===== src/rtl/gpio_ctrl_unit.sv =====
// gpio_ctrl_unit: GPIO command decoder and register file sitting between the
// MicroBlaze GPIO bus and the convolution datapath/FSM. Commands are decoded
// on the rising edge of the GPIO valid bit; the frame lifecycle is tracked in
// an IDLE/LOAD/RUN/OUT state machine with abort, status readback and a sticky
// illegal-command flag.
module gpio_ctrl_unit #(
  parameter int GPIO_W    = 32,
  parameter int OPC_W     = 3,
  parameter int DATA_W    = 24,
  parameter int MCU_W     = 13,
  parameter int LEN_W     = 10,
  parameter int KNL_WORDS = 3
) (
  input  logic                       i_CLK,
  input  logic                       i_rst,
  input  logic [GPIO_W-1:0]          i_gpio_data,
  input  logic [MCU_W-1:0]           i_mcu_data,
  input  logic                       i_eop,
  output logic [GPIO_W-1:0]          o_gpio_data,
  output logic [DATA_W-1:0]          o_knl_data,
  output logic [$clog2(KNL_WORDS):0] o_knl_idx,
  output logic                       o_knl_valid,
  output logic [DATA_W-1:0]          o_pix_data,
  output logic                       o_pix_valid,
  output logic [LEN_W-1:0]           o_img_len,
  output logic                       o_load,
  output logic                       o_run,
  output logic                       o_req_valid,
  output logic                       o_eop_mcu,
  output logic [1:0]                 o_state,
  output logic                       o_err
);

  localparam int VLD_BIT = GPIO_W - OPC_W - 1;
  localparam int IDX_W   = $clog2(KNL_WORDS) + 1;
  localparam logic [IDX_W-1:0] IDX_LAST = IDX_W'(KNL_WORDS - 1);

  localparam logic [OPC_W-1:0] OP_KNL  = OPC_W'(0);
  localparam logic [OPC_W-1:0] OP_SIZE = OPC_W'(1);
  localparam logic [OPC_W-1:0] OP_IMG  = OPC_W'(2);
  localparam logic [OPC_W-1:0] OP_REQ  = OPC_W'(3);
  localparam logic [OPC_W-1:0] OP_RUN  = OPC_W'(4);
  localparam logic [OPC_W-1:0] OP_STAT = OPC_W'(5);
  localparam logic [OPC_W-1:0] OP_ABRT = OPC_W'(6);

  typedef enum logic [1:0] {
    ST_IDLE = 2'd0,
    ST_LOAD = 2'd1,
    ST_RUN  = 2'd2,
    ST_OUT  = 2'd3
  } state_t;

  logic [GPIO_W-1:0] r_gpio_p0;
  logic              r_vld_p1;
  state_t            r_state;
  logic [IDX_W-1:0]  r_knl_idx;
  logic              r_knl_full;
  logic              r_hold;

  logic              w_stb;
  logic              w_legal;
  logic              w_unused;
  logic [OPC_W-1:0]  w_opc;
  logic [DATA_W-1:0] w_pay;

  assign w_opc    = r_gpio_p0[GPIO_W-1 -: OPC_W];
  assign w_pay    = r_gpio_p0[DATA_W-1:0];
  assign w_stb    = r_gpio_p0[VLD_BIT] & ~r_vld_p1;
  assign o_state  = r_state;
  // Reserved field bits between the valid bit and the payload carry no meaning.
  assign w_unused = ^r_gpio_p0;

  // Stage 0/1: register the GPIO word and keep the previous valid for edge detection
  always_ff @(posedge i_CLK or negedge i_rst) begin
    if (!i_rst) begin
      r_gpio_p0 <= '0;
      r_vld_p1  <= 1'b0;
    end else begin
      r_gpio_p0 <= i_gpio_data;
      r_vld_p1  <= r_gpio_p0[VLD_BIT];
    end
  end

  // Decide whether the captured opcode is allowed in the current state
  always_comb begin
    w_legal = 1'b0;
    case (w_opc)
      OP_KNL:  w_legal = (r_state == ST_IDLE) || (r_state == ST_LOAD);
      OP_SIZE: w_legal = (r_state == ST_IDLE);
      OP_IMG:  w_legal = (r_state != ST_RUN) && (o_img_len != '0);
      OP_REQ:  w_legal = (r_state == ST_OUT);
      OP_RUN:  w_legal = (r_state == ST_LOAD) && r_knl_full;
      OP_STAT: w_legal = 1'b1;
      OP_ABRT: w_legal = 1'b1;
      default: w_legal = 1'b0;
    endcase
  end

  // Stage 2: execute strobed commands, advance the frame FSM, drive all outputs
  always_ff @(posedge i_CLK or negedge i_rst) begin
    if (!i_rst) begin
      r_state     <= ST_IDLE;
      r_knl_idx   <= '0;
      r_knl_full  <= 1'b0;
      r_hold      <= 1'b0;
      o_gpio_data <= '0;
      o_knl_data  <= '0;
      o_knl_idx   <= '0;
      o_knl_valid <= 1'b0;
      o_pix_data  <= '0;
      o_pix_valid <= 1'b0;
      o_img_len   <= '0;
      o_load      <= 1'b0;
      o_run       <= 1'b0;
      o_req_valid <= 1'b0;
      o_eop_mcu   <= 1'b0;
      o_err       <= 1'b0;
    end else begin
      o_knl_valid <= 1'b0;
      o_pix_valid <= 1'b0;
      o_load      <= 1'b0;
      o_req_valid <= 1'b0;

      // Result word streams through unless a status snapshot is being held.
      if (!r_hold) o_gpio_data <= GPIO_W'(i_mcu_data);

      // End of processing; an ABORT strobe in the same cycle overrides this below.
      if ((r_state == ST_RUN) && i_eop) begin
        r_state   <= ST_OUT;
        o_run     <= 1'b0;
        o_eop_mcu <= 1'b1;
      end

      if (w_stb) begin
        if (w_opc != OP_STAT) begin
          r_hold      <= 1'b0;
          o_gpio_data <= GPIO_W'(i_mcu_data);
        end
        if (!w_legal) begin
          o_err <= 1'b1;
        end else begin
          case (w_opc)
            OP_KNL: begin
              o_knl_data  <= w_pay;
              o_knl_idx   <= r_knl_idx;
              o_knl_valid <= 1'b1;
              if (r_knl_idx == IDX_LAST) begin
                r_knl_idx  <= '0;
                r_knl_full <= 1'b1;
              end else begin
                r_knl_idx <= r_knl_idx + 1'b1;
              end
            end
            OP_SIZE: o_img_len <= w_pay[LEN_W-1:0];
            OP_IMG: begin
              o_pix_data  <= w_pay;
              o_pix_valid <= 1'b1;
              // First image word of a frame (fresh or back-to-back) starts it.
              if (r_state != ST_LOAD) begin
                o_load    <= 1'b1;
                r_state   <= ST_LOAD;
                o_eop_mcu <= 1'b0;
              end
            end
            OP_REQ: o_req_valid <= 1'b1;
            OP_RUN: begin
              r_state <= ST_RUN;
              o_run   <= 1'b1;
            end
            OP_STAT: begin
              // Snapshot reflects the state before any same-cycle i_eop transition.
              o_gpio_data <= GPIO_W'({r_knl_full, o_err, o_eop_mcu, o_run, r_state});
              r_hold      <= 1'b1;
            end
            OP_ABRT: begin
              r_state    <= ST_IDLE;
              o_run      <= 1'b0;
              o_eop_mcu  <= 1'b0;
              o_err      <= 1'b0;
              r_knl_idx  <= '0;
              r_knl_full <= 1'b0;
            end
            default: ;
          endcase
        end
      end
    end
  end

endmodule


===== config.mk =====
export PLATFORM = sky130hd
export DESIGN_NAME = gpio_ctrl_unit
export DESIGN_NICKNAME = d
export VERILOG_FILES = /design/src/rtl/gpio_ctrl_unit.sv
export SDC_FILE = /design/constraint.sdc
export NUM_CORES = 1
export LEC_CHECK = 0
export ABC_CLOCK_PERIOD_IN_PS = 2500
export CORE_MARGIN = 3
export CORE_UTILIZATION = 35
export CTS_BUF_LIST = sky130_fd_sc_hd__clkbuf_4 sky130_fd_sc_hd__clkbuf_8
export DETAILED_ROUTE_END_ITERATION = 6
export PLACE_DENSITY = 0.74
export SYNTH_ARGS = -nofsm -noshare
export SYNTH_HDL_FRONTEND = slang
export SYNTH_SLANG_ARGS = --single-unit
export TNS_END_PERCENT = 30

===== constraint.sdc =====
create_clock -name i_CLK -period 2.5 [get_ports i_CLK]
set_clock_uncertainty 0.05 [all_clocks]
set_input_delay 0.75 -clock i_CLK [delete_from_list [all_inputs] [get_ports i_CLK]]
set_output_delay 0.75 -clock i_CLK [all_outputs]
set_load 0.02 [all_outputs]

==> summary.txt, run 1 <==
CTS tree = yes
Max Slew Vio Count = 0
Ys async rst share = 1.000
Place WS = 0.1228 ns
Power share of the clock group = 0.268
I/O Buffers = 145
# DRC = 0
CP startpoint = r_gpio_p0[29]$_DFF_PN0_
Fmax = 417.7 MHz
Mean cell area of the mapped netlist = 15.16 sq um
Ant diodes = 0
Synth unique cells = 40
Maximum vdd ir drop = 0.4966 mV
Setup CP Type = flop to flop
Total GRT Usage = 0.1522
Filler cells = 1192
Syn Nets = 388
Initial antenna violation count = 0
FF+latch count, synth = 136
CP required = 2.76 ns
Power Dens Cells = 938.7 nW/um^2
Outcome = finished, final reports clean
Clock root buffer master = clkbuf_8
Die extent in x = 127.3 um
Period utilization = 0.9577
Register area = 3403 sq um
Clk sinks = 136
Synthesized area = 5154 sq um
Slew at the pin with the worst max-slew slack = 0.6863 ns
Leakage = 3.366 nW
Final Hold Vio Count = 0
DP HPWL = 8267 um
Core area = 14150 sq um
Top_reg_cell synth = dfrtp_1
Yosys warning count = 0
Hold crit path type = input pin to asynchronous set/reset pin
Die area = 16220 sq um
Post-synth EDFFs = 0
Share of layout cells above drive strength 1 = 0.2345
Worst-Skew Late Latency = 0.43 ns
Final nets = 552
Io pins = 150
Vias in the first global route = 3639
Switching Share = 0.3038
Commonest non-fill, non-tap cells in the layout = clkdlybuf4s50_1 (144), dfrtp_1 (136), mux2_2 (48)
Via count = 3363
Final hold slack = 0.1493 ns
Detail Route Antenna Nets = 0
Reg2reg start = r_gpio_p0[29]$_DFF_PN0_
Pin count of the biggest net entering global routing = 55
Total grt overflow = 0
CP Capture Type = flop
Commonest non-fill, non-tap cell in the layout = clkdlybuf4s50_1
Site row count = 43
Cts hold-fix bufs = 0
DRT iter0 DRCs = 134
First-pass GRT wire length = 19290 um
H-tree depth = 4
Vias per cell = 4.832
Multi-input logic area = 1643 sq um
Layout area overhead = 42.73%
CP Data Arrival Time = 2.66 ns
Clock Tree Buf Depth = 2
Crit Path Max Fanout = 17
WL/cell = 16.98 um
Initial Util = 0.3642
Sequential area share after synthesis = 0.6604
Sequential cell fraction of total power = 0.423
Chip Height = 127.3 um
Mapped Cells = 340
Setup WS post-layout = 0.1059 ns
Pint = 4.807 mW
Worst-path clk slew = 0.08 ns
Min Tclk post-route = 2.394 ns
Logic gate share of total power = 0.309
# setup viols final = 0
Total CTS buffers = 17
Switch Pwr = 2.098 mW
DRT Pass-1 Iters = 4
Gpl congestion = 0.7775
Worst setup SP type = flop
Max_slew headroom = 0.5425
Number of max-cap violations = 0
Setup TNS = 0 ns
Final wirelength = 11820 um
R2R depth = 8
## routing by layer
layer | vias to the layer above | part of all wire | global-route usage
li1 | 1548 | - | -
met1 | 1693 | 0.42 | 0.1879
met2 | 115 | 0.50 | 0.2456
met3 | 7 | 0.071 | 0.06145
met4 | 0 | 0.0058 | 0.04732
met5 | - | 0 | 0
## registers in the layout, summed over array words and instances, names as in the netlist
signal       cells
o_eop_mcu        1
o_err            1
o_gpio_data     32
o_img_len       10
o_knl_data      24
o_knl_idx        3
o_knl_valid      1
o_load           1
o_pix_data      24
o_pix_valid      1
o_req_valid      1
o_run            1
o_state          2
r_gpio_p0       28
r_hold           1
r_knl_full       1
r_knl_idx        3
r_vld_p1         1
## area by class of cell
class	instances	share of cell area
inverters	5	0.002551
well taps	180	0.03062
multi-input cells	182	0.2233
clock buffers	19	0.03555
flip-flops and latches	136	0.4627
clock inverters	12	0.02024
repair buffers	162	0.2250
## power groups by stage
stage | Clock (mW) | Sequential (mW) | Combinational [mW]
final | 1.85 | 2.92 | 2.14
after global routing | 2.03 | 2.98 | 2.25
after CTS | 1.92 | 2.93 | 2.15
after detailed placement | 0 | 2.96 | 2.14
after global placement | 0 | 2.93 | 2.12
after floorplan | 0 | 3.41 | 0.560
## cells in the mapped netlist (2+ instances only)
master	instances	share of area
dfrtp_1	136	0.66
mux2_2	48	0.10
and3_1	19	0.023
mux2_4	19	0.055
nand2_1	16	0.012
mux2i_1	12	0.023
clkbuf_1	10	0.0073
a22o_1	7	0.012
nand2b_1	6	0.0073
nor2_1	6	0.0044
o221ai_1	6	0.010
inv_1	5	0.0036
o31ai_1	5	0.0073
a21oi_1	4	0.0039
nor3_1	4	0.0039
buf_2	3	0.0029
buf_6	3	0.0066
nand3_1	3	0.0029
nor2b_1	3	0.0036
o41ai_1	3	0.0051
and2_1	2	0.0024
nor4_1	2	0.0024
## path summary, 6_finish.rpt
kind	to	slack [ns]
worst max-delay path	o_knl_data[3]$_DFFE_PN0P_	0.11
worst min-delay path	r_gpio_p0[5]$_DFF_PN0_	0.15
max in group asynchronous	o_gpio_data[10]$_DFF_PN0_	1.63
worst max register to register	o_knl_data[3]$_DFFE_PN0P_	0.11
worst min register to register	r_vld_p1$_DFF_PN0_	0.35
min in group i_CLK	r_vld_p1$_DFF_PN0_	0.35
## worst max-delay path, stage by stage, from the launching register on
cell and delay (ns):
dfrtp_1 0.45, buf_4 0.17, or4b_1 0.42, o41ai_1 0.12, a2111oi_4 0.06, buf_4 0.17
nor3_4 0.26, buf_12 0.23, mux2_2 0.35
## kinds of logic (layout without fill, tap and decap cells)
kind of cell | count (synthesis) | in the layout | share of synthesized area
buffers and inverters | 22 | 198 | 0.02185
AOI/OAI and AO/OA | 33 | 33 | 0.05439
and+or+nand+nor | 70 | 70 | 0.07988
DFF | 136 | 136 | 0.6604
muxes | 79 | 79 | 0.1835
## per-stage QoR
step                      total power [mW]  instance area, sq um  utilization  instances
final                                6.905                  7356       0.5199        696
after global routing                 7.263                  7356       0.5199        696
after CTS                            7.003                  7336       0.5184        694
after detailed placement             5.107                  6925       0.4894        663
after global placement               5.047                  6925       0.4894        663
after floorplan                      3.965                  5154            -        340
## timing repair
item	CTS	global route
setup buffers	0	2
resized for setup	0	1
endpoints found under the setup margin	0	9
(Power assumes the default switching activity.)
==> run 2: changes to the inputs <==
PLACE_DENSITY = 0.6   (was 0.74)
==> summary.txt, run 2 (synthesized netlist as in run 1, its figures left out) <==
Max reg flops = 32 (unchanged)
First-pass GRT wire length = 19220 um (-0.36%)
Setup TNS = 0 ns (unchanged)
Vias per cell = 4.833 (about the same)
Clock Tree Buf Depth = 2 (unchanged)
Filler cells = 1216 (+2.0%)
# setup viols final = 0 (unchanged)
Register area = 3403 sq um (unchanged)
Final Hold Vio Count = 0 (unchanged)
Pin count of the biggest net entering global routing = 53 (-3.6%)
Crit Path Max Fanout = 5 (-12)
Total GRT Usage = 0.1540 (+0.001829)
CP required = 1.70 ns (-1.06 ns)
DRT Pass-1 Iters = 4 (unchanged)
Max Slew Vio Count = 0 (unchanged)
Worst-Skew Late Latency = 0.44 ns (about the same)
Detail Route Antenna Nets = 0 (unchanged)
Multi-input logic area = 1657 sq um (+0.84%)
Biggest register = o_gpio_data
Chip Height = 127.3 um (unchanged)
Power Dens Cells = 924.8 nW/um^2 (-1.5%)
Outcome = finished, final reports clean
Place WS = 0.04068 ns (-0.08209 ns)
Setup WS post-layout = 0.08418 ns (-0.02168 ns)
H-tree depth = 4 (unchanged)
WL/cell = 16.89 um (-0.50%)
Commonest non-fill, non-tap cells in the layout = clkdlybuf4s50_1 (144), dfrtp_1 (136), mux2_2 (48)
Number of max-cap violations = 0 (unchanged)
Clk sinks = 136 (unchanged)
DP HPWL = 8192 um (-0.91%)
Share of layout cells above drive strength 1 = 0.2442 (+0.009735)
Core area = 14150 sq um (unchanged)
Vias in the first global route = 3600 (-1.1%)
Io pins = 150 (unchanged)
Area of placed instances = 6890 sq um (-0.51%)
Maximum vdd ir drop = 0.5141 mV (+3.5%)
Leakage = 3.374 nW (+0.23%)
Die area = 16220 sq um (unchanged)
# DRC = 0 (unchanged)
Initial antenna violation count = 0 (unchanged)
Total grt overflow = 0 (unchanged)
CP Capture Type = output port
DRT iter0 DRCs = 114 (-15%)
I/O Buffers = 145 (unchanged)
Fmax = 413.9 MHz (-0.90%)
Biggest regs = o_gpio_data: 32 flops, r_gpio_p0: 28 flops
Layout area overhead = 42.12%
Non-Filler Instances = 700 (+0.57%)
Final hold slack = 0.2008 ns (+0.05152 ns)
Via count = 3383 (+0.59%)
RSZ-0062 raised after global routing = no
Gpl congestion = 0.7572 (-2.6%)
Die extent in x = 127.3 um (unchanged)
Total CTS buffers = 17 (unchanged)
Commonest non-fill, non-tap cell in the layout = clkdlybuf4s50_1
Period utilization = 0.9663 (+0.008673)
R2r setup slk = 0.14 ns (+0.03 ns)
Initial Util = 0.3642 (unchanged)
Final nets = 555 (+0.54%)
Final wirelength = 11830 um (about the same)
Cts hold-fix bufs = 0 (unchanged)
Cells after DPL = 665 (+0.30%)
Setup CP Type = flop to output port
Max_slew headroom = 0.5630 (+0.02052)
Min Tclk post-route = 2.416 ns (+0.02168 ns)
Post-route cell area = 7325 sq um (-0.43%)
CP Data Arrival Time = 1.62 ns (-1.04 ns)
Ant diodes = 0 (unchanged)
Worst-path clk slew = 0.08 ns (about the same)
Worst setup SP type = flop
Hold crit path type = input pin to asynchronous set/reset pin
Clock root buffer master = clkbuf_8
Site row count = 43 (unchanged)
Slew at the pin with the worst max-slew slack = 0.6555 ns (-0.03078 ns)
CTS tree = yes
## run 2: changes by cell type in the layout (fill, tap and decap cells not counted), moves of 2 or more
| cell | change |
|---|---|
| buf_4 | +5 |
| buf_12 | -3 |
| clkinvlp_4 | -3 |
| bufinv_16 | -2 |
| clkbuf_4 | +6 |
| clkinv_4 | +2 |
## run 2: final timing paths
path / start / endpoint / depth (start not counted)
setup reg to reg: o_state[1]$_DFF_PN0_ / o_img_len[6]$_DFFE_PN0P_ / 8
min in group i_CLK: r_gpio_p0[28]$_DFF_PN0_ / r_vld_p1$_DFF_PN0_ / 0
max in group asynchronous: i_rst / o_knl_data[8]$_DFFE_PN0P_ / 2
hold reg to reg: r_gpio_p0[28]$_DFF_PN0_ / r_vld_p1$_DFF_PN0_ / 0
setup / recovery: o_state[0]$_DFF_PN0_ / o_state[0] / 2
hold / removal: i_rst / o_gpio_data[8]$_DFF_PN0_ / 1
## run 2: routing by layer
layer,wire (um),global-route usage,up-vias
li1,-,-,1556
met1,5136,0.2004,1724
met2,5812,0.2372,87
met3,671,0.05017,16
met4,206,0.06562,0
met5,0,0,-
## run 2: cell type report
cell class                 instances  share of cell area
sequential                       136              0.4646
multi-input combinational        182              0.2262
tap                              180             0.03075
inverter                           5            0.002562
clock inverter                     7            0.009566
timing repair buffer             165              0.2245
clock buffer                      25             0.04185
## run 2: what timing repair did
item                       CTS  global route
resized for setup            0             4
buffers inserted             0             3
setup endpoints to repair    0            45
## run 2: power breakdown
part / internal [mW] / switching (mW)
Clock: 0.903 / 0.799
Sequential: 2.63 / 0.297
Combinational: 1.16 / 0.986
## run 2: worst max-delay path: stages (launching register included)
cell             delay (ns)
dfrtp_1                0.41
buf_4                  0.17
clkdlybuf4s50_1        0.60
## run 2: stage by stage
step | power [mW] | utilization
detailed placement | 5.110 | 0.4870
CTS | 6.857 | 0.5136
global placement | 5.071 | 0.4870
floorplan | 3.965 | -
global route | 7.129 | 0.5176
finish | 6.774 | 0.5176
==> run 3: changes to the inputs <==
ABC_CLOCK_PERIOD_IN_PS = default   (was 2500)
==> results of run 3 <==
Same layout as run 2: the final DEF is identical, and so are final timing and power.
==> patch 1 (settings of run 2) <==
Change the parameter `GPIO_W` from 32 to 48.
--- a/src/rtl/gpio_ctrl_unit.sv
+++ b/src/rtl/gpio_ctrl_unit.sv
@@ -4,7 +4,7 @@
 // an IDLE/LOAD/RUN/OUT state machine with abort, status readback and a sticky
 // illegal-command flag.
 module gpio_ctrl_unit #(
-  parameter int GPIO_W    = 32,
+  parameter int GPIO_W    = 48,
   parameter int OPC_W     = 3,
   parameter int DATA_W    = 24,
   parameter int MCU_W     = 13,
Interface: changed (resized i_gpio_data and o_gpio_data); port bits go from 150 to 182. No check against the original RTL was run, so the function may have changed too.
==> patch 1 against run 2 <==
  * Routed wire length up 13%
  * Area after synthesis up 9.9%
  * Worst setup slack better by 0.0026 ns
  * Sequential cell count up 16
  * Via count up 8.3%
  * Total power up 8.5%
  * Design area up 11%
  * Maximum frequency up 0.11%
==> patch 1: results (changes against run 2) <==
Parameter                              Value

STA
  Fmax achieved ... 414 MHz (+0.11%)
  Final hold slack ... 0.0968 ns (-0.104 ns)
  Worst-margin pin slew ... 0.783 ns (+0.128 ns)

Synth
  Synthesized netlist cell count ... 375 (+10%)
  Fraction of post-synthesis cell area in the top cell type by area ... 67.1% (+1.1 points)
  Largest cells by area after synthesis ... sky130_fd_sc_hd__dfrtp_1 67%, sky130_fd_sc_hd__mux2_2 9.5%, sky130_fd_sc_hd__mux2_4 5.0%
  Sequential share of the synthesized area ... 67.1% (+1.1 points)
  Net count after synthesis ... 439 (+13%)
  Complex-gate fraction of the synthesized area ... 4.95% (-0.49 points)

Detailed routing
  DR vias/cell ... 4.69 (-2.9%)
  Number of vias after detailed routing ... 3,664 (+8.3%)
  Wire length on met2 ... 6590 µm (+13%)
  Routed wire per std cell ... 17.0 µm (+0.86%)

Placement
  Pre-CTS setup slack ... 0.0357 ns (-0.00502 ns)
  HPWL after detailed placement ... 9370 µm (+14%)
  Final weighted congestion of routability-driven global placement ... 0.790 (+4.3%)
  IO Port Bufs ... 161 (+11%)

Final layout
  Nets@finish ... 622 (+12%)
  Sequential Area ... 0.00380 mm² (+12%)

Global routing
  Met3 track demand over resource ... 5.02% (+0.0059 points)
  Largest net degree at the start of global routing ... 51 (-3.8%)
  Wire length of the first global-routing pass ... 21,500 µm (+12%)

Run status
  Status ... finished clean

Critical path
  Number of cells on the worst reg-to-reg path ... 7 (-1)

Pwr
  Worst ir drop on vdd ... 0.000557 V (+8.3%)
  Leakage power summed over all cells ... 3.79 nW (+12%)
-- patch 1: layout make-up --
cell class	instances	area share [%]
inverters	5	0.231
well taps	211	3.25
clock buffers	23	3.82
clock inverters	8	1.45
multi-input cells	198	21.6
flip-flops and latches	152	46.9
repair buffers	184	22.8
-- patch 1: cells by family after synthesis --
family / after synthesis
and+or+nand+nor: 86
AOI/OAI and AO/OA: 33
buffers and inverters: 25
DFF: 152
muxes: 79
-- patch 1: power by group through the flow --
stage / sequential [mW] / combinational [mW] / clock [mW]
2_1_floorplan: 3.67 / 0.564 / 0
5_1_grt: 3.25 / 2.29 / 2.15
3_5_place_dp: 3.23 / 2.19 / 0
3_3_place_gp: 3.21 / 2.16 / 0
6_report: 3.19 / 2.17 / 1.98
4_1_cts: 3.20 / 2.20 / 2.05
-- patch 1: repair_timing --
item | in CTS | in global routing
buffers inserted | 0 | 2
pin swaps | 2 | 2
endpoints found under the setup margin | 14 | 43
resized for setup | 2 | 1
hold buffers | 0 | 0
==> patch 2 (settings of run 2) <==
Without the edit above. Add an input register stage for `i_gpio_data`, `i_mcu_data` and `i_eop`, without a reset; this delays them by one clock. Comments in the files are not updated.
--- a/src/rtl/gpio_ctrl_unit.sv
+++ b/src/rtl/gpio_ctrl_unit.sv
@@ -50,6 +50,16 @@
     ST_OUT  = 2'd3
   } state_t;
 
+  logic [GPIO_W-1:0] i_gpio_data_q;
+  logic [MCU_W-1:0] i_mcu_data_q;
+  logic i_eop_q;
+
+  always_ff @(posedge i_CLK) begin
+    i_gpio_data_q <= i_gpio_data;
+    i_mcu_data_q  <= i_mcu_data;
+    i_eop_q       <= i_eop;
+  end
+
   logic [GPIO_W-1:0] r_gpio_p0;
   logic              r_vld_p1;
   state_t            r_state;
@@ -76,7 +86,7 @@
       r_gpio_p0 <= '0;
       r_vld_p1  <= 1'b0;
     end else begin
-      r_gpio_p0 <= i_gpio_data;
+      r_gpio_p0 <= i_gpio_data_q;
       r_vld_p1  <= r_gpio_p0[VLD_BIT];
     end
   end
@@ -122,10 +132,10 @@
       o_req_valid <= 1'b0;
 
       // Result word streams through unless a status snapshot is being held.
-      if (!r_hold) o_gpio_data <= GPIO_W'(i_mcu_data);
+      if (!r_hold) o_gpio_data <= GPIO_W'(i_mcu_data_q);
 
       // End of processing; an ABORT strobe in the same cycle overrides this below.
-      if ((r_state == ST_RUN) && i_eop) begin
+      if ((r_state == ST_RUN) && i_eop_q) begin
         r_state   <= ST_OUT;
         o_run     <= 1'b0;
         o_eop_mcu <= 1'b1;
@@ -134,7 +144,7 @@
       if (w_stb) begin
         if (w_opc != OP_STAT) begin
           r_hold      <= 1'b0;
-          o_gpio_data <= GPIO_W'(i_mcu_data);
+          o_gpio_data <= GPIO_W'(i_mcu_data_q);
         end
         if (!w_legal) begin
           o_err <= 1'b1;
Behaviour: not the same (a bounded check fails within 4 cycles, from zero or initial values and one cycle with i_rst low).
==> patch 2 against run 2 <==
  * Clock power rose by 12%
  * Routed wire length rose by 8.1%
  * Design area rose by 11%
  * Total power rose by 8.8%
  * Global-route usage fell by 1.0 points
  * Area after synthesis rose by 16%
  * Sequential cell count rose by 42
  * Non-clock buffer count fell by 7
  * Worst setup slack improved by 0.017 ns
  * Synthesized cell count rose by 12%
  * Largest power group unchanged
  * Highest routed layer unchanged
==> patch 2: results (changes against run 2) <==
Parameter                              Value

Synth
  Largest cells by area after synthesis ... sky130_fd_sc_hd__dfrtp_1 57%, sky130_fd_sc_hd__dfxtp_1 14%, sky130_fd_sc_hd__mux2_2 7.5%
  Count of distinct cell types in the synthesized netlist ... 41 (+2.5%)
  Post-synthesis async set-or-reset flop share ... 76.4% (-24 points)
  Net count after synthesis ... 428 (+10%)

STA
  Crit share post-route ... 95.9% (-0.69 points)
  Worst-margin pin slew ... 0.636 ns (-0.0194 ns)
  Final hold slack ... 0.212 ns (+0.0115 ns)

Final layout
  Fraction of final layout cells with drive strength greater than 1 ... 21.7% (-2.7 points)
  Number of fillers in the final layout ... 1,443 (+19%)
  Regs by FF count ... o_gpio_data x32, i_gpio_data_q x28, r_gpio_p0 x28
  Nets@finish ... 588 (+5.9%)

Pwr
  Leakage power summed over all cells ... 3.70 nW (+9.5%)
  Worst ir drop on vdd ... 0.000573 V (+11%)

Detailed routing
  First DRT Iteration DRCs ... 115 (+0.88%)
  Wirelength, routed ... 12,800 µm (+8.1%)
  Wire length on met2 ... 6530 µm (+12%)
  DR vias/cell ... 4.57 (-5.4%)
  Routed wire per std cell ... 16.5 µm (-2.1%)

Global routing
  Largest net degree at the start of global routing ... 55 (+3.8%)
  Wire length of the first global-routing pass ... 20,600 µm (+7.0%)
  Met3 track demand over resource ... 4.85% (-0.16 points)
  Met2 demand-to-capacity share in global routing ... 23.6% (-0.15 points)
  Via count of the first global-routing pass ... 3,799 (+5.5%)

Run status
  Status ... finished clean

Clock network
  Cts repair resizes ... 1 (+1)

Critical path
  Critical Path Fanout Max ... 7 (+2)
  Capturing instance or port of the critical path ... o_state[1]
  Largest incremental delay on the critical path ... 0.68 ns (+0.08 ns)

Placement
  Cell Area, Placed ... 0.00774 mm² (+12%)
  HPWL after detailed placement ... 8710 µm (+6.3%)
  Post-Place Cells ... 741 (+11%)
## patch 2: where the power goes
group / internal [mW] / total (mW) / switching (mW) / leakage [nW]
clock network: 0.771 / 1.90 / 1.13 / 0.195
registers: 3.29 / 3.57 / 0.279 / 2.07
logic: 1.03 / 1.90 / 0.870 / 1.43
total: 5.09 / 7.37 / 2.28 / 3.70
## patch 2: cells by family (layout without fill, tap and decap cells)
kind of cell / Yosys count / after routing / synth area share [%]
buffers and inverters: 23 / 196 / 1.94
AO/OA/AOI/OAI: 33 / 33 / 4.22
flip-flops: 178 / 178 / 70.9
multiplexers: 79 / 79 / 16.3
AND/OR/NAND/NOR: 67 / 67 / 6.61
## patch 2: layout make-up
class                      instances  area (µm²)  area share (%)
clock buffer                      18         248            3.05
clock inverter                    14         144            1.77
inverter                           6        22.5           0.277
multi-input combinational        179        1620            20.0
sequential                       178        4240            52.2
tap                              220         275            3.39
timing repair buffer             158        1570            19.4
